`src/rtl/calc2_pkg.sv`:
```
// calc2 port: shared command/response types and the tag count.
// Imported by the responder and its completion queue.
package calc2_pkg;

   localparam int NUM_TAGS = 4;

   typedef enum logic [3:0] {
      NOP = 4'd0,
      ADD = 4'd1,
      SUB = 4'd2,
      SHL = 4'd5,
      SHR = 4'd6
   } cmd_e;

   typedef enum logic [1:0] {
      IDLE = 2'd0,
      OK   = 2'd1,
      ERR  = 2'd2
   } resp_e;

   typedef struct packed {
      resp_e       resp;
      logic [31:0] data;
      logic [1:0]  tag;
   } resp_t;

endpackage

```
`src/rtl/calc2_resp_fifo.sv`:
```
// Completion queue: up to NUM_TAGS pushes per cycle, one pop per cycle.
// When empty, the lowest-index push is presented at the head the same cycle.
module calc2_resp_fifo
   import calc2_pkg::*;
#(
   parameter int QDEPTH = 4
) (
   input  logic                 c_clk,
   input  logic                 reset,
   input  logic [NUM_TAGS-1:0]  push_vld,
   input  resp_t [NUM_TAGS-1:0] push_data,
   input  logic                 pop,
   output logic                 head_vld,
   output resp_t                head
);

   localparam int AW = (QDEPTH > 1) ? $clog2(QDEPTH) : 1;
   localparam int CW = $clog2(QDEPTH + 1);

   resp_t         mem [QDEPTH];
   logic [AW-1:0] rd_q;
   logic [AW-1:0] wr_q;
   logic [CW-1:0] cnt_q;
   logic [AW-1:0] wpos [NUM_TAGS];
   int            npush;
   resp_t         first;
   logic          do_pop;

   always_comb begin
      npush = 0;
      first = '0;
      for (int i = 0; i < NUM_TAGS; i++) begin
         wpos[i] = AW'((int'(wr_q) + npush) % QDEPTH);
         if (push_vld[i]) begin
            if (npush == 0) first = push_data[i];
            npush = npush + 1;
         end
      end
   end

   assign head_vld = (cnt_q != '0) || (|push_vld);
   assign head     = (cnt_q != '0) ? mem[rd_q] : first;
   assign do_pop   = pop && head_vld;

   always_ff @(posedge c_clk or negedge reset) begin
      if (!reset) begin
         rd_q  <= '0;
         wr_q  <= '0;
         cnt_q <= '0;
      end else begin
         wr_q  <= AW'((int'(wr_q) + npush) % QDEPTH);
         cnt_q <= CW'(int'(cnt_q) + npush - (do_pop ? 1 : 0));
         if (do_pop) rd_q <= AW'((int'(rd_q) + 1) % QDEPTH);
      end
   end

   // Pushed entries are written even when bypassed; rd_q skips past them.
   always_ff @(posedge c_clk) begin
      if (reset) assert (int'(cnt_q) + npush <= QDEPTH);
      for (int i = 0; i < NUM_TAGS; i++)
         if (push_vld[i]) mem[wpos[i]] <= push_data[i];
   end

endmodule

```
`src/rtl/calc2_port_responder.sv`:
```
// Responder for one calc2 port: two-cycle capture, per-tag countdown
// slots, and a completion queue that serialises tagged responses.
module calc2_port_responder
   import calc2_pkg::*;
#(
   parameter int ADD_LAT   = 3,
   parameter int SHIFT_LAT = 2,
   parameter int QDEPTH    = 4
) (
   input  logic        c_clk,
   input  logic        reset,
   input  logic [3:0]  req_cmd_in,
   input  logic [31:0] req_data_in,
   input  logic [1:0]  req_tag_in,
   output logic [1:0]  out_resp,
   output logic [31:0] out_data,
   output logic [1:0]  out_tag,
   output logic        dup_tag_err
);

   localparam int CNTW = 8;

   typedef enum logic {S_IDLE, S_OP2} cap_e;

   cap_e                 state_q, state_d;
   logic [3:0]           cmd_q;
   logic [1:0]           tag_q;
   logic [31:0]          op1_q;
   logic                 issue, dup;
   logic [32:0]          sum;
   logic [CNTW-1:0]      lat;
   resp_t                alu;
   logic [NUM_TAGS-1:0]  vld_q, done;
   logic [CNTW-1:0]      cnt_q [NUM_TAGS];
   resp_t [NUM_TAGS-1:0] res_q;
   logic                 head_vld;
   resp_t                head;

   always_ff @(posedge c_clk or negedge reset) begin
      if (!reset) state_q <= S_IDLE;
      else        state_q <= state_d;
   end

   always_comb begin
      state_d = state_q;
      issue   = 1'b0;
      unique case (state_q)
         S_IDLE: if (req_cmd_in != NOP) state_d = S_OP2;
         S_OP2: begin
            issue   = 1'b1;
            state_d = S_IDLE;
         end
         default: state_d = S_IDLE;
      endcase
   end

   always_ff @(posedge c_clk or negedge reset) begin
      if (!reset) begin
         cmd_q <= '0;
         tag_q <= '0;
         op1_q <= '0;
      end else if (state_q == S_IDLE && req_cmd_in != NOP) begin
         cmd_q <= req_cmd_in;
         tag_q <= req_tag_in;
         op1_q <= req_data_in;
      end
   end

   // Result is computed at issue; req_data_in carries op2 this cycle.
   always_comb begin
      sum      = {1'b0, op1_q} + {1'b0, req_data_in};
      alu      = '0;
      alu.tag  = tag_q;
      alu.resp = ERR;
      lat      = CNTW'(1);
      unique case (1'b1)
         cmd_q == ADD: begin
            lat = CNTW'(ADD_LAT);
            if (!sum[32]) begin
               alu.resp = OK;
               alu.data = sum[31:0];
            end
         end
         cmd_q == SUB: begin
            lat = CNTW'(ADD_LAT);
            if (req_data_in <= op1_q) begin
               alu.resp = OK;
               alu.data = op1_q - req_data_in;
            end
         end
         cmd_q == SHL: begin
            lat      = CNTW'(SHIFT_LAT);
            alu.resp = OK;
            alu.data = op1_q << req_data_in[4:0];
         end
         cmd_q == SHR: begin
            lat      = CNTW'(SHIFT_LAT);
            alu.resp = OK;
            alu.data = op1_q >> req_data_in[4:0];
         end
         default: ;
      endcase
   end

   always_comb begin
      for (int i = 0; i < NUM_TAGS; i++)
         done[i] = vld_q[i] && (cnt_q[i] == '0);
   end

   // A slot completing this edge is free for a same-edge reissue.
   assign dup = issue && vld_q[tag_q] && !done[tag_q];

   always_ff @(posedge c_clk or negedge reset) begin
      if (!reset) begin
         vld_q <= '0;
         res_q <= '0;
         for (int i = 0; i < NUM_TAGS; i++) cnt_q[i] <= '0;
      end else begin
         for (int i = 0; i < NUM_TAGS; i++) begin
            if (issue && !dup && tag_q == 2'(i)) begin
               vld_q[i] <= 1'b1;
               cnt_q[i] <= lat - CNTW'(1);
               res_q[i] <= alu;
            end else if (done[i]) begin
               vld_q[i] <= 1'b0;
            end else if (vld_q[i]) begin
               cnt_q[i] <= cnt_q[i] - CNTW'(1);
            end
         end
      end
   end

   calc2_resp_fifo #(.QDEPTH(QDEPTH)) u_fifo (
      .c_clk     (c_clk),
      .reset     (reset),
      .push_vld  (done),
      .push_data (res_q),
      .pop       (1'b1),
      .head_vld  (head_vld),
      .head      (head)
   );

   always_ff @(posedge c_clk or negedge reset) begin
      if (!reset) begin
         out_resp    <= '0;
         out_data    <= '0;
         out_tag     <= '0;
         dup_tag_err <= 1'b0;
      end else begin
         out_resp    <= head_vld ? head.resp : IDLE;
         out_data    <= head_vld ? head.data : '0;
         out_tag     <= head_vld ? head.tag : '0;
         dup_tag_err <= dup;
      end
   end

endmodule

```
`config.mk`:
```
export PLATFORM = sky130hd
export DESIGN_NAME = calc2_port_responder
export DESIGN_NICKNAME = d
export VERILOG_FILES = /design/src/rtl/calc2_pkg.sv /design/src/rtl/calc2_resp_fifo.sv /design/src/rtl/calc2_port_responder.sv
export SDC_FILE = /design/constraint.sdc
export NUM_CORES = 1
export LEC_CHECK = 0
export CAP_MARGIN = 10
export CELL_PAD_IN_SITES_DETAIL_PLACEMENT = 1
export CELL_PAD_IN_SITES_GLOBAL_PLACEMENT = 1
export CORE_AREA = 2 2 242 244
export DETAILED_ROUTE_END_ITERATION = 8
export DIE_AREA = 0 0 244 246
export PLACE_DENSITY = 0.86
export SETUP_SLACK_MARGIN = 0.4
export SYNTH_ARGS = -nofsm -noshare
export SYNTH_HDL_FRONTEND = slang
export SYNTH_SLANG_ARGS = --single-unit
```
`constraint.sdc`:
```
create_clock -name c_clk -period 6.7 [get_ports c_clk]
set_input_delay 1.005 -clock c_clk [delete_from_list [all_inputs] [get_ports c_clk]]
set_output_delay 1.005 -clock c_clk [all_outputs]
set_load 0.02 [all_outputs]
```
==> impl_results.md <==
* CTS tree: done
* Storage cell area at 0.0109 sq mm
* Asr flop ratio synth at 64.6%
* CP dominant cell by count: buf_4
* Beginning of the critical path: cnt_q[27]
* Slowest cell delay on critical path at 990 ps
* Placed cells at 3721
* DRT Wirelength at 115000 microns
* Post-synth top area share at 23.2%
* H-tree level count at 2
* Routability cong. at 0.962
* Share of cells above drive strength 1 at 14.1%
* Status: complete, no violations
* Data required time at the worst endpoint at 7000 ps
* Synth Cell Area at 0.0284 sq mm
* RSZ-0062 raised after global routing: false
* Initial core utilization at 49.5%
* Critical Path Start Type: flop
* Final std cells w/o fill at 3806
* Gr ovfl total at 0
* Antenna Nets Post-Route at 0
* Syn_nets at 3182
* Via count at 26300
* Final period utilization at 76.5%
* Post-synthesis compound-gate area fraction at 19.3%
* Average vias per placed instance at 6.90
* Xor/xnor share of the synthesized area at 1.33%
* Hold WC Path Type: input port to asynchronous set/reset pin
* Worst vdd ir at 367 uV
* PD cells at 418 mW/mm^2
* Most frequent cells in the layout: 398 x nand2_1, 373 x o21ai_0, 261 x dfrtp_1, 253 x nor2_1, 207 x mux2i_1
* Min Tclk post-route at 5130 ps
* Total CTS buffers at 45
* Gate Count Post-Synth at 3056
* Largest family of logic cells by synthesized area: compound AO/OA/AOI/OAI gates
* Yosys warning count at 0
* Slew Limit Headroom at 18.2%
* Max-capacitance violation count at 0
* Area contributors post-synth: dfrtp_1 23%, edfxtp_1 15%, mux2i_1 7.3%
* Worst Setup Path Type: flop to flop
* DRT iter0 DRCs at 2579
* DRT Pass-1 Iters at 8
* Postcts setup bufs at 0
* Crit Path Max Fanout at 41
* Leak pwr at 12.9 nW
* Max Freq at 0.195 GHz
* Die height at 246 microns
* Sequential area share after synthesis at 38.4%
* Initial antenna violation count at 3
* Clock latency on the worst-skew pair at 610 ps
* Post-synthesis mux area share at 19.3%
* Filler instances at 6436
* Die Wd at 244 microns
* Crit path cell chain: nor4_1 > nand4_1 > buf_4 > clkinv_1 > buf_4 > ha_1 > xor2_1 > nand3_2 > buf_4 > mux2i_1 > nand2_1 > o21ai_0 > o21ai_0
* Final Setup Violations at 0
* Routed len/inst at 30.2 microns
* Worst Skew at 20.4 ps
* Vias in the first global route at 27700
* Total Neg Setup Slack at 0 ps
* Die area at 0.0600 sq mm
* First-pass GRT wire length at 173000 microns
* Post-synth EDFFs at 144
* Seq cells post-synth at 407
* Synth Area in Adders at 3.87%
* Most common cell after layout, fill and taps aside: nand2_1
* DR DRC count at 0
* CP endpoint kind: flop
* Number of buffers added on ports at 76
* Clk sinks at 407
* Crit path DAT at 5420 ps
* Crit-path slowest cell: nand3_2
* Clk slew on worst S/H paths at 70 ps
* Avg Cell Area, Syn at 9.29 sq um
* Area used by multi-input combinational logic at 0.0163 sq mm
* Synth Area in Simple Gates at 13.3%
* Worst flop-to-flop path startpoint: cnt_q[27]
* IO Count at 77
* Synth cell types at 82
* Final HPWL DP at 75000 microns
* FF-to-FF setup slack at 1570 ps
* Largest area contributor in the netlist: dfrtp_1
* Final hold vios at 0
* Total Routing Usage GR at 37.9%
* Hold Buf Count CTS at 0
* Top FF cell, synth: dfrtp_1
* FP Rows at 88
* Nets at 3129
* Worst Tran Pin Value at 1220 ps
* Largest net degree at the start of global routing at 171
* Cts repair resizes at 0
* Core area at 0.0574 sq mm
* Final Max Tran Viols at 0
* Root Buffer: clkbuf_16
* CTS max path bufs at 3
* Area Growth Syn to Fin at 10.3%
==> registers in the layout (all words and copies together) (netlist names), 2 cells and up <==
signal	flops
res_q	144
u_fifo.mem	144
cnt_q	32
op1_q	32
out_data	32
cmd_q	4
vld_q	4
u_fifo.cnt_q	3
out_resp	2
out_tag	2
tag_q	2
u_fifo.rd_q	2
u_fifo.wr_q	2
==> where the power goes <==
part | leakage, nW | switching (mW) | total (mW) | internal, mW
combinational | 7.54 | 3.54 | 5.83 | 2.29
clock | 0.772 | 1.10 | 2.65 | 1.55
sequential | 4.57 | 1.10 | 4.60 | 3.50
==> worst paths after layout <==
check / to / depth (start not counted)
max: u_fifo.mem[3][34] / 13
min: out_resp[1] / 1
max reg2reg: u_fifo.mem[3][34] / 13
min reg2reg: cnt_q[5] / 2
max in group asynchronous: res_q[125] / 2
min in group c_clk: cnt_q[5] / 2
==> through the flow <==
stage / total power [mW] / util, % / setup slack, ps / area, sq um / hold slack, ps
final: 13.1 / 54.6 / 1570 / 31300 / 391
after global routing: 13.7 / 54.6 / 1510 / 31300 / 471
after CTS: 13.0 / 54.6 / 1720 / 31300 / 446
after detailed placement: 10.2 / 51.8 / 1200 / 29700 / 529
after global placement: 9.76 / 51.8 / 1370 / 29700 / 519
after floorplan: 7.99 / - / 1720 / 28400 / 476
==> per-layer routing <==
layer	wire (microns)	part of all wire, %	global-route usage (%)	vias up
met5	26	0.023	0	-
met4	6930	6.0	21.4	4
met3	8590	7.5	5.28	453
met2	56000	49	65.2	1472
met1	43300	38	45.8	13200
li1	-	-	-	11100
==> cells in the mapped netlist (all sizes together) (15+ instances only) <==
library cell / instances
nor4: 15
xor2: 15
dfrtp: 263
clkbuf: 169
mux2: 163
a22oi: 19
edfxtp: 144
nor3: 65
mux4: 70
o221ai: 18
mux2i: 207
nand2b: 24
buf: 64
a221oi: 19
nor2b: 19
nand3: 27
a21oi: 189
o211ai: 21
ha: 83
a21o: 20
inv: 85
nand2: 401
xnor2: 28
nor2: 258
o21ai: 381
o22ai: 21
a222oi: 26
a211oi: 57
a221o: 15
==> layout make-up <==
type                            instances  area share [%]
Timing Repair Buffer                  133            3.82
Clock buffer                           62            4.09
Sequential cell                       407            34.8
Antenna cell                            1         0.00799
Tap cell                              765            3.06
Clock inverter                         22           0.931
Inverter                               90            1.08
Multi-Input combinational cell       2326            52.2
==> critical path: cells and delay by family (launching register included) <==
family / cells / cell delay, ps
flops: 1 / 450
simple gates: 4 / 1620
compound gates: 2 / 340
mux: 1 / 230
buf+inv: 4 / 1450
xor+xnor: 1 / 370
fa+ha+maj: 1 / 330
==> logic make-up after synthesis <==
kind of cell | after synthesis
muxes | 440
AOI/OAI and AO/OA | 881
xor gates and xnor gates | 43
adders and majority gates | 86
and+or+nand+nor | 876
DFF | 407
buffers and inverters | 323
Power figures use the tool's default switching activity.
